### config.mk
export PLATFORM = sky130hd
export DESIGN_NAME = chimera_cluster_pwr_ctrl
export DESIGN_NICKNAME = d
export VERILOG_FILES = /design/src/rtl/chimera_cluster_pwr_ctrl.sv
export SDC_FILE = /design/constraint.sdc
export NUM_CORES = 1
export LEC_CHECK = 0
export BUFFER_PORTS_ARGS = -buffer_cell sky130_fd_sc_hd__buf_2
export CAP_MARGIN = 10
export CORE_ASPECT_RATIO = 1.75
export CORE_MARGIN = 5
export CORE_UTILIZATION = 35
export CTS_CLUSTER_SIZE = 16
export DETAILED_ROUTE_END_ITERATION = 12
export PLACE_DENSITY = 0.56
export SLEW_MARGIN = 0
export SYNTH_ARGS = -nofsm -noshare
export SYNTH_HDL_FRONTEND = slang
export SYNTH_SLANG_ARGS = --single-unit
### constraint.sdc
create_clock -name clk_i -period 7.3 [get_ports clk_i]
set_input_delay 0.365 -clock clk_i [delete_from_list [all_inputs] [get_ports clk_i]]
set_output_delay 0.365 -clock clk_i [all_outputs]
set_load 0.005 [all_outputs]
### src/rtl/chimera_cluster_pwr_ctrl.sv
// -----------------------------------------------------------------------------
// chimera_cluster_pwr_ctrl
//
// Power sequencer for a set of compute clusters, programmed over APB. Each
// cluster has its own sequencing FSM that walks through clock ungating, reset
// release, AXI isolation release, and the reverse order on power-down.
//
// Register map (paddr_i[3:0], upper address bits ignored):
//   0x0 CTRL   RW  bit i = enable request for cluster i
//   0x4 STATUS RO  bit i = cluster i fully on
//   0x8 BUSY   RO  bit i = cluster i in a transient state
// Any other offset, or a write to STATUS/BUSY, returns pslverr_o with
// prdata_o = 0 and has no effect. Zero wait states (pready_o tied high).
// NumClusters must not exceed 32 (one CTRL bit per cluster).
//
// Ports:
//   clk_i, rst_i          clock, asynchronous active-high reset
//   paddr_i .. pstrb_i    APB slave request
//   pready_o, prdata_o,
//   pslverr_o             APB slave response
//   isolated_i            per-cluster AXI isolation acknowledge
//   clk_en_o              per-cluster clock-gate enable
//   cluster_rst_o         per-cluster reset, active-high
//   isolate_o             per-cluster AXI isolation request
// -----------------------------------------------------------------------------
module chimera_cluster_pwr_ctrl #(
    parameter int unsigned NumClusters = 5,
    parameter int unsigned ResetCycles = 4,
    parameter int unsigned AddrWidth   = 32
) (
    input  logic                   clk_i,
    input  logic                   rst_i,
    input  logic [AddrWidth-1:0]   paddr_i,
    input  logic                   psel_i,
    input  logic                   penable_i,
    input  logic                   pwrite_i,
    input  logic [31:0]            pwdata_i,
    input  logic [3:0]             pstrb_i,
    output logic                   pready_o,
    output logic [31:0]            prdata_o,
    output logic                   pslverr_o,
    input  logic [NumClusters-1:0] isolated_i,
    output logic [NumClusters-1:0] clk_en_o,
    output logic [NumClusters-1:0] cluster_rst_o,
    output logic [NumClusters-1:0] isolate_o
);

    typedef enum logic [2:0] {
        StOff,
        StUngate,
        StRelease,
        StOn,
        StIsolate,
        StHold,
        StGate
    } clusterState_e;

    localparam logic [7:0] LastCnt = 8'(ResetCycles - 1);

    logic                   apbAccess;
    logic [NumClusters-1:0] ctrlQ;
    logic [NumClusters-1:0] statusBits;
    logic [NumClusters-1:0] busyBits;
    logic                   unusedApb;

    assign apbAccess = psel_i & penable_i;
    assign pready_o  = 1'b1;

    // Only the low offset nibble, the CTRL-sized slice of pwdata_i and the
    // strobes covering it are meaningful; the rest is intentionally ignored.
    assign unusedApb = ^{paddr_i, pwdata_i, pstrb_i};

    // -------------------------------------------------------------------------
    // CTRL register
    // -------------------------------------------------------------------------
    always_ff @(posedge clk_i or posedge rst_i) begin
        if (rst_i) begin
            ctrlQ <= '0;
        end else if (apbAccess && pwrite_i && (paddr_i[3:0] == 4'h0)) begin
            for (int unsigned i = 0; i < NumClusters; i++) begin
                if (pstrb_i[i / 8]) begin
                    ctrlQ[i] <= pwdata_i[i];
                end
            end
        end
    end

    // -------------------------------------------------------------------------
    // APB read / error response (combinational so the access phase completes
    // with zero wait states; forced quiet while reset is asserted)
    // -------------------------------------------------------------------------
    always_comb begin
        logic [31:0] rdata;
        logic        err;
        rdata     = '0;
        err       = 1'b0;
        prdata_o  = '0;
        pslverr_o = 1'b0;
        if (apbAccess && !rst_i) begin
            case (paddr_i[3:0])
                4'h0: rdata[NumClusters-1:0] = ctrlQ;
                4'h4: begin
                    rdata[NumClusters-1:0] = statusBits;
                    err                    = pwrite_i;
                end
                4'h8: begin
                    rdata[NumClusters-1:0] = busyBits;
                    err                    = pwrite_i;
                end
                default: err = 1'b1;
            endcase
            pslverr_o = err;
            if (!pwrite_i && !err) begin
                prdata_o = rdata;
            end
        end
    end

    // -------------------------------------------------------------------------
    // Per-cluster sequencing FSMs
    // -------------------------------------------------------------------------
    for (genvar c = 0; c < NumClusters; c++) begin : gCluster
        clusterState_e state;
        logic [7:0]    cnt;
        logic          clkEnQ;
        logic          rstQ;
        logic          isoQ;

        // Outputs are updated together with the state transition so each one
        // is a plain flop: only the signals that differ between the old and
        // the new state are touched on a transition.
        always_ff @(posedge clk_i or posedge rst_i) begin
            if (rst_i) begin
                state  <= StOff;
                cnt    <= '0;
                clkEnQ <= 1'b0;
                rstQ   <= 1'b1;
                isoQ   <= 1'b1;
            end else begin
                case (state)
                    StOff: begin
                        if (ctrlQ[c]) begin
                            state  <= StUngate;
                            clkEnQ <= 1'b1;
                        end
                    end
                    StUngate: begin
                        if (cnt == LastCnt) begin
                            cnt   <= '0;
                            state <= StRelease;
                            rstQ  <= 1'b0;
                            isoQ  <= 1'b0;
                        end else begin
                            cnt <= cnt + 8'd1;
                        end
                    end
                    StRelease: begin
                        if (!isolated_i[c]) begin
                            state <= StOn;
                        end
                    end
                    StOn: begin
                        if (!ctrlQ[c]) begin
                            state <= StIsolate;
                            isoQ  <= 1'b1;
                        end
                    end
                    StIsolate: begin
                        if (isolated_i[c]) begin
                            state <= StHold;
                            rstQ  <= 1'b1;
                        end
                    end
                    StHold: begin
                        if (cnt == LastCnt) begin
                            cnt    <= '0;
                            state  <= StGate;
                            clkEnQ <= 1'b0;
                        end else begin
                            cnt <= cnt + 8'd1;
                        end
                    end
                    StGate: begin
                        state <= StOff;
                    end
                    default: begin
                        state  <= StOff;
                        cnt    <= '0;
                        clkEnQ <= 1'b0;
                        rstQ   <= 1'b1;
                        isoQ   <= 1'b1;
                    end
                endcase
            end
        end

        assign clk_en_o[c]      = clkEnQ;
        assign cluster_rst_o[c] = rstQ;
        assign isolate_o[c]     = isoQ;
        assign statusBits[c]    = (state == StOn);
        assign busyBits[c]      = (state != StOn) && (state != StOff);
    end

endmodule
==> results.json, run 1 <==
{
  "status": "completed",
  "period_needed_ps": 2420,
  "hold_path_class": "in2async",
  "slew_viol_final": 0,
  "relSlewSlack_pct": 27.0,
  "max-vdd-ir-drop_v": 0.000148,
  "busiest_layer": "met2",
  "drt-initial-drc-count": 122,
  "gp_congestion": 0.787,
  "syn_avg_cell_area_um2": 8.93,
  "die_w_um": 95.2,
  "final.setup_skew_ps": 5.92,
  "num-nets-final": 601,
  "cts.sinks": 75,
  "ioPinCount": 127,
  "start_util_pct": 35.6,
  "syn_inst": 498,
  "syn_area_um2": 4450,
  "portBuffers": 40,
  "setup_tns_ps": 0,
  "ys_types": 62,
  "grt_start_max_net_pins": 60,
  "use_met1_pct": 15.9,
  "clk_latency_ps": 330,
  "synth-seq-area-share_pct": 42.5,
  "fmax_ghz": 0.413,
  "period_share_pct": 33.2,
  "design_area_um2": 4860,
  "async_flop_share_pct": 100,
  "ant_nets": 0,
  "wl_per_cell_um": 14.6,
  "gr-usage-all-layers_pct": 13.9,
  "root_buffer": "clkbuf_16",
  "postPlaceCellArea_um2": 4550,
  "crit_required_ps": 6930,
  "finalSetupViolCount": 0,
  "grt_pass1_wl_um": 16900,
  "num_rows": 54,
  "max_cap_violations": 0,
  "cts_setup_buffers": 0,
  "routed_via_density": 5.20,
  "powerDensity_nw_per_um2": 357,
  "ys_ff_latch": 75,
  "synth-main-ff-cell": "dfrtp_1",
  "grt_pass1_vias": 3562,
  "grtUsageMet3_pct": 2.88,
  "path_max_fanout": 6,
  "synth.most_common_cell": "dfrtp_1",
  "finalHoldViolations": 0,
  "antenna_found_initial": 0,
  "synth.top_cell.area_share_pct": 36.6,
  "grtUsageMet2_pct": 24.3,
  "num_antenna_cells": 0,
  "drive_gt1_share_pct": 15.7,
  "cts_max_level": 3,
  "die_y_um": 159,
  "dr.pass1.iters": 4,
  "leakage_nw": 2.12,
  "tightestPinTransition_ps": 1080,
  "seq_area_um2": 1890,
  "n_fill_cell": 1271,
  "end_kind": "output port",
  "rsz0062_at_grt": "false",
  "path_clk_slew_ps": 60,
  "multiInputGateArea_um2": 2170,
  "crit_path_start_kind": "input pin",
  "num_vias": 3587,
  "wl_um": 10100,
  "synthTopCellsByCount": "dfrtp_1, nand2_1, buf_4",
  "critPathKind": "in2out",
  "core_um2": 12500,
  "p_total_w": 0.00174,
  "cts_buffer_depth": 2,
  "ys_top_cells_by_area": "dfrtp_1, buf_4, dfstp_2",
  "die_area_um2": 15100,
  "synth.largest_area_cell": "dfrtp_1",
  "cp_data_arrival_time_ps": 2060,
  "syn2layout_area_growth_pct": 9.43,
  "drc": 0,
  "synth_edf_count": 0,
  "cts_buffers": 9,
  "grt_overflow_total": 0,
  "dpl.hpwl_um": 7280,
  "hold_buffers": 0,
  "cts_tree": "built",
  "yosys_warnings": 0,
  "ctsResizeCount": 0
}
worst paths after layout:
kind | startpoint | end | slack [ps] | cells after the start
worst min-delay path | rst_i | gCluster[3].cnt[7] | 30 | 2
max in group asynchronous | rst_i | gCluster[0].clkEnQ | 6170 | 3
worst max-delay path | paddr_i[1] | prdata_o[3] | 4880 | 5
worst min register to register | gCluster[0].rstQ | gCluster[0].rstQ | 490 | 2
worst max register to register | gCluster[3].cnt[0] | gCluster[3].cnt[5] | 5230 | 5
min in group clk_i | pwdata_i[1] | ctrlQ[1] | 240 | 3
critical path: stages:
cell	delay, ps
buf_2	130
nor4b_1	930
o21ai_1	160
a31oi_1	300
buf_2	170
layer usage:
metal  vias up  part of all wire [%]
li1       1746                     -
met1      1737                    40
met2        84                    53
met3        20                   4.8
met4         0                   2.4
met5         -                     0
through the flow:
stage	std cells	hold WS (ps)	utilization [%]	setup WS, ps
global route	690	48.5	38.9	4760
finish	690	27.9	38.9	4880
floorplan	524	454	-	4330
detailed placement	674	384	36.4	4890
CTS	690	26.3	38.9	4880
global placement	674	380	36.4	4890
registers in the layout, summed over array words and instances (netlist names):
| name | count |
|---|---|
| gCluster.state | 15 |
| gCluster.rstQ | 5 |
| gCluster.isoQ | 5 |
| ctrlQ | 5 |
| gCluster.clkEnQ | 5 |
| gCluster.cnt | 40 |
cells in the final DEF, fill, tap and decap left out, drive strengths merged, types with 5 or more instances in the layout:
cell / instances
a21o: 7
a21oi: 35
a22o: 15
a31oi: 14
and3: 7
buf: 41
clkbuf: 13
conb: 28
dfrtp: 65
dfstp: 10
ha: 5
inv: 19
nand2: 52
nand2b: 16
nand3: 19
nor2: 36
nor3: 12
nor4b: 6
o21ai: 43
o22ai: 9
o31ai: 5
xnor2: 6
xor2: 6
cell families after synthesis:
logic type / Yosys count / share of synthesized area, %
xor gates and xnor gates: 12 / 2.36
DFF: 75 / 42.5
and+or+nand+nor: 172 / 19.8
other: 2 / 0.169
AOI/OAI and AO/OA: 145 / 20.5
muxes: 7 / 1.69
buffers and inverters: 78 / 10.9
adders and majority gates: 7 / 2.08
power by group:
part,switching (W),internal (W),leakage (nW)
clock,0.000168,0.000293,0.148
combinational,0.000339,0.000236,1.04
sequential,0.000161,0.000540,0.930
total,0.000668,0.00107,2.12
final cells by class:
class	instances	share of cell area (%)
clock buffers	13	5.56
clock inverters	3	0.926
inverters	19	1.47
multi-input cells	371	44.6
flip-flops and latches	75	38.8
well taps	168	4.32
repair buffers	41	4.27
Power figures use the tool's default switching activity.
==> inputs of run 2 (changes only) <==
- PLACE_DENSITY: 0.56 -> 0.58
- clock period: 7.3 -> 2 ns (I/O delays scaled with it)
==> run 2 against run 1 <==
Sequential share of layout area is 0.68 points lower. Largest cell class unchanged. Final cell count grew 2.3%. Clock power grew to 3.2 times the previous value. Critical endpoint unchanged. Worst setup slack worse by 4700 ps. Count of clock-buffer cells in the layout down 2. Utilization grew 0.72 points. Total power grew to 3.6 times the previous value. Highest routed layer unchanged.
==> results.json, run 2 (synthesis results as in run 1) <==
{
  "num_antenna_cells": 0,
  "grt_overflow_total": 0,
  "tightestPinTransition_ps": 953,
  "die_area_um2": 15100,
  "die_w_um": 95.2,
  "cts_buffer_depth": 2,
  "worst_path_max_delay_cell": "dfrtp_2",
  "crit_required_ps": 1900,
  "clk_latency_ps": 330,
  "worst_r2r_path_depth": 5,
  "fmax_ghz": 0.546,
  "final.setup_skew_ps": 9.05,
  "num_vias": 3645,
  "path_max_fanout": 10,
  "period_needed_ps": 1830,
  "dr.pass1.iters": 6,
  "crit_path_start_kind": "flip-flop",
  "cts_buffers": 9,
  "max-vdd-ir-drop_v": 0.000462,
  "relSlewSlack_pct": 36.5,
  "largest_register_ffs": 40,
  "num_rows": 54,
  "grt_start_max_net_pins": 76,
  "root_buffer": "clkbuf_16",
  "grt_pass1_vias": 3621,
  "antenna_found_initial": 0,
  "cpPeakStageDelay_ps": 460,
  "top_register": "gCluster.cnt",
  "dpl.hpwl_um": 7420,
  "syn2layout_area_growth_pct": 11.5,
  "num-nets-final": 617,
  "slew_viol_final": 0,
  "grt_pass1_wl_um": 16900,
  "gp_congestion": 0.789,
  "status": "completed",
  "crit_cells": 5,
  "cts_max_level": 3,
  "routed_via_density": 5.16,
  "period_share_pct": 91.6,
  "cts_setup_buffers": 0,
  "layout_common_cells": "dfrtp_1, nand2_1, buf_2, nor2_1, a21oi_1",
  "max_cap_violations": 0,
  "drc": 0,
  "ant_nets": 0,
  "rsz0062_at_grt": "false",
  "leakage_nw": 2.19,
  "path_buf_inv": 2,
  "reg_top3": "gCluster.cnt (40), gCluster.state (15)",
  "critPathKind": "reg2out",
  "final_common_cell": "dfrtp_1",
  "drive_gt1_share_pct": 18.2,
  "worst_slack_ps": 168,
  "setup_tns_ps": 0,
  "cp_data_arrival_time_ps": 1730,
  "place_ws_ps": 23.7,
  "powerDensity_nw_per_um2": 1270,
  "ioPinCount": 127,
  "wl_um": 9980,
  "critPathTopFamily": "flip-flops",
  "finalHoldViolations": 0,
  "drt-initial-drc-count": 164,
  "hold_path_class": "in2reg",
  "cts.sinks": 75,
  "finalSetupViolCount": 0,
  "end_kind": "output port",
  "core_um2": 12500,
  "wl_per_cell_um": 14.1,
  "start_util_pct": 35.6,
  "gr-usage-all-layers_pct": 13.8,
  "design_area_um2": 4950,
  "portBuffers": 40,
  "cts_tree": "built",
  "postPlaceCellArea_um2": 4660,
  "holdPathStages": 3,
  "path_cells": "inv_1 > nor2_1 > o21ai_1 > a31oi_1 > buf_2",
  "die_y_um": 159,
  "path_clk_slew_ps": 60
}
run 2: cell types whose count changed in the layout (fill, tap and decap cells not counted), moves of 2 or more:
cell           before  now
clkbuf_8            3    1
clkinv_2            0    4
dlygate4sd3_1       0    2
buf_4               1   15
run 2: final cells by class:
type,instances,area [um^2]
flip-flops and latches,75,1890
well taps,168,210
clock buffers,11,243
multi-input cells,371,2170
clock inverters,5,28.8
inverters,19,75.1
fillers,1295,7540
repair buffers,57,333
run 2: where the power goes:
part	total, W	leakage [nW]	internal, W	switching, W
Combinational	0.00233	1.12	0.000990	0.00134
Clock	0.00148	0.139	0.000867	0.000611
Sequential	0.00250	0.929	0.00197	0.000523
Total	0.00630	2.19	0.00383	0.00247
run 2: worst reg2reg max path, cell delays in order, from the launching register on:
cell     delay (ps)
dfrtp_1         390
ha_1            240
nor4b_1         330
a21oi_2         260
a21o_1          220
a22o_1          220
run 2: final timing paths:
path / from / end / slack (ps)
worst min register to register: gCluster[0].rstQ / gCluster[0].rstQ / 490
worst min-delay path: pwdata_i[0] / ctrlQ[0] / 8
worst max-delay path: gCluster[3].state[0] / prdata_o[3] / 170
min in group asynchronous: rst_i / gCluster[3].clkEnQ / 140
worst max register to register: gCluster[4].cnt[1] / gCluster[4].cnt[4] / 220
max in group asynchronous: rst_i / gCluster[3].state[0] / 1200
run 2: routing by layer:
metal,vias up,track usage [%],part of all wire (%)
met4,0,4.93,1.5
li1,1782,-,-
met2,84,24.5,53
met3,11,2.27,5.0
met5,-,0,0
met1,1768,16.3,40
run 2: metrics by stage:
| stage | hold WS [ps] | cells | total power, W | utilization (%) |
|---|---|---|---|---|
| after global placement | 323 | 688 | 0.00477 | 37.3 |
| after CTS | 3.14 | 706 | 0.00635 | 39.6 |
| after global routing | 11.3 | 706 | 0.00681 | 39.6 |
| after floorplan | 222 | 524 | 0.00428 | - |
| final | 8.12 | 706 | 0.00630 | 39.6 |
| after detailed placement | 324 | 688 | 0.00485 | 37.3 |
run 2: repair_timing:
item,in CTS,in global routing
endpoints found under the setup margin,0,9
gates resized for setup,0,2
endpoints found under the hold margin,2,0
hold buffers,2,0
==> inputs of run 3 (changes only) <==
- CORE_MARGIN: 5 -> 1.5
- REMOVE_ABC_BUFFERS: default -> 1
- SLEW_MARGIN: 0 -> default
==> run 3 against run 2 <==
Worst setup slack better by 30 ps. Via count increased by 1.4%. Combinational power increased by 2%. Global-route usage up 1.8 points. Critical path depth did not move. Routed wire length is 0.75% lower. First-iteration DRC count up 16%. Register-to-register slack worse by 20 ps. Die area fell by 11%. Largest power group unchanged.
==> results.json, run 3 (synthesis results as in run 1) <==
{
  "grtUsageMet2_pct": 26.2,
  "hold_path_class": "in2reg",
  "powerDensity_nw_per_um2": 1310,
  "drc": 0,
  "largest_register_ffs": 40,
  "cts_tree": "built",
  "num_rows": 54,
  "postPlaceCellArea_um2": 4660,
  "gr-usage-all-layers_pct": 15.6,
  "p_comb_share_pct": 36.1,
  "seq_area_um2": 1890,
  "crit_required_ps": 1900,
  "cts_buffers": 9,
  "busiest_layer": "met2",
  "use_met1_pct": 18.9,
  "period_share_pct": 90.1,
  "multiInputGateArea_um2": 2170,
  "finalSetupViolCount": 0,
  "grt_pass1_wl_um": 16700,
  "fmax_ghz": 0.555,
  "die_area_um2": 13400,
  "antenna_found_initial": 0,
  "num_vias": 3696,
  "gp_congestion": 0.822,
  "reg_top3": "gCluster.cnt (40), gCluster.state (15)",
  "worst_slack_ps": 198,
  "final.setup_skew_ps": 5.61,
  "p_clk_share_pct": 26.6,
  "grt_pass1_vias": 3541,
  "design_area_um2": 5040,
  "grt_overflow_total": 0,
  "max_cap_violations": 0,
  "grtUsageMet3_pct": 3.37,
  "rsz0062_at_grt": "false",
  "critPathKind": "reg2out",
  "seqPwrFrac_pct": 37.3,
  "die_y_um": 152,
  "power.internal_w": 0.00411,
  "start_util_pct": 35.8,
  "die_w_um": 88.2,
  "grt_start_max_net_pins": 38,
  "dr.pass1.iters": 4,
  "wl_per_cell_um": 13.9,
  "final_util_pct": 40.5,
  "place_ws_ps": 38.8,
  "cts_setup_buffers": 0,
  "syn2layout_area_growth_pct": 13.3,
  "drive_gt1_share_pct": 18.3,
  "portBuffers": 40,
  "layout_common_cells": "dfrtp_1, nand2_1, buf_2, nor2_1, a21oi_1",
  "routed_via_density": 5.21,
  "n_fill_cell": 1301,
  "path_clk_slew_ps": 60,
  "end_kind": "output port",
  "max-vdd-ir-drop_v": 0.000741,
  "p_total_w": 0.00659,
  "drt-initial-drc-count": 190,
  "leakage_nw": 2.22,
  "ioPinCount": 127,
  "cts.sinks": 75,
  "crit_path_start_kind": "flip-flop",
  "cts_max_level": 3,
  "core_um2": 12400,
  "setup_tns_ps": 0,
  "num-nets-final": 621,
  "p_sw_w": 0.00248,
  "ant_nets": 0,
  "dpl.hpwl_um": 7210,
  "slew_viol_final": 0,
  "clk_latency_ps": 330,
  "switching_share_pct": 37.7,
  "final_common_cell": "dfrtp_1",
  "relSlewSlack_pct": 58.8,
  "path_max_fanout": 10,
  "wl_um": 9900,
  "cp_data_arrival_time_ps": 1700,
  "top_register": "gCluster.cnt",
  "cts_buffer_depth": 2,
  "tightestPinTransition_ps": 617,
  "root_buffer": "clkbuf_16",
  "period_needed_ps": 1800,
  "num_antenna_cells": 0,
  "status": "completed",
  "finalHoldViolations": 0
}
==> run 3: cell count changes in the layout (fill, tap and decap cells not counted) <==
cell | previous run | this run
dlygate4sd3_1 | 2 | 5
clkinv_2 | 4 | 2
buf_4 | 15 | 16
inv_2 | 1 | 2
clkinv_4 | 1 | 0
bufinv_16 | 0 | 2
==> run 3: final timing paths <==
path	start	end	slack, ps	cells past startpoint
worst min register to register	gCluster[0].rstQ	gCluster[0].rstQ	490	2
max in group asynchronous	rst_i	gCluster[4].isoQ	1040	4
worst max register to register	gCluster[4].cnt[0]	gCluster[4].cnt[4]	200	5
worst max-delay path	gCluster[3].state[0]	prdata_o[3]	200	5
worst min-delay path	pwdata_i[0]	ctrlQ[0]	30	3
min in group asynchronous	rst_i	gCluster[0].state[0]	230	3
==> run 3: power groups by stage <==
stage | clock network (W) | registers [W] | logic [W]
after detailed placement | 0 | 0.00248 | 0.00236
after global placement | 0 | 0.00247 | 0.00231
after global routing | 0.00186 | 0.00254 | 0.00270
after floorplan | 0 | 0.00242 | 0.00158
after CTS | 0.00179 | 0.00246 | 0.00238
final | 0.00175 | 0.00246 | 0.00238
==> run 3: what timing repair did <==
item | 4_1_cts | 5_1_grt
hold buffers | 5 | 0
setup endpoints to repair | 0 | 4
gates resized for setup | 0 | 2
hold endpoints to repair | 10 | 0
==> run 3: area by class of cell <==
class,instances,share of cell area (%)
clock inverters,5,1.54
multi-input cells,371,43.2
inverters,19,1.42
well taps,168,4.17
flip-flops and latches,75,37.5
clock buffers,11,4.82
repair buffers,61,7.35
==> run 3: critical path, stage by stage, from the launching register on <==
cell,delay [ps]
dfrtp_2,450
inv_1,160
nor2_1,270
o21ai_1,100
a31oi_1,230
buf_2,150
==> run 3: through the flow <==
step / hold slack, ps / instances
after floorplan: 222 / 465
after global placement: 24.8 / 689
after detailed placement: 16.3 / 689
after CTS: 22.5 / 710
after global routing: 31.8 / 710
final: 26.1 / 710
==> run 3: per-layer routing <==
layer	share of wire, %	vias to the layer above
met3	4.6	15
met2	52	120
li1	-	1796
met1	42	1765
met4	1.8	0
met5	0	-
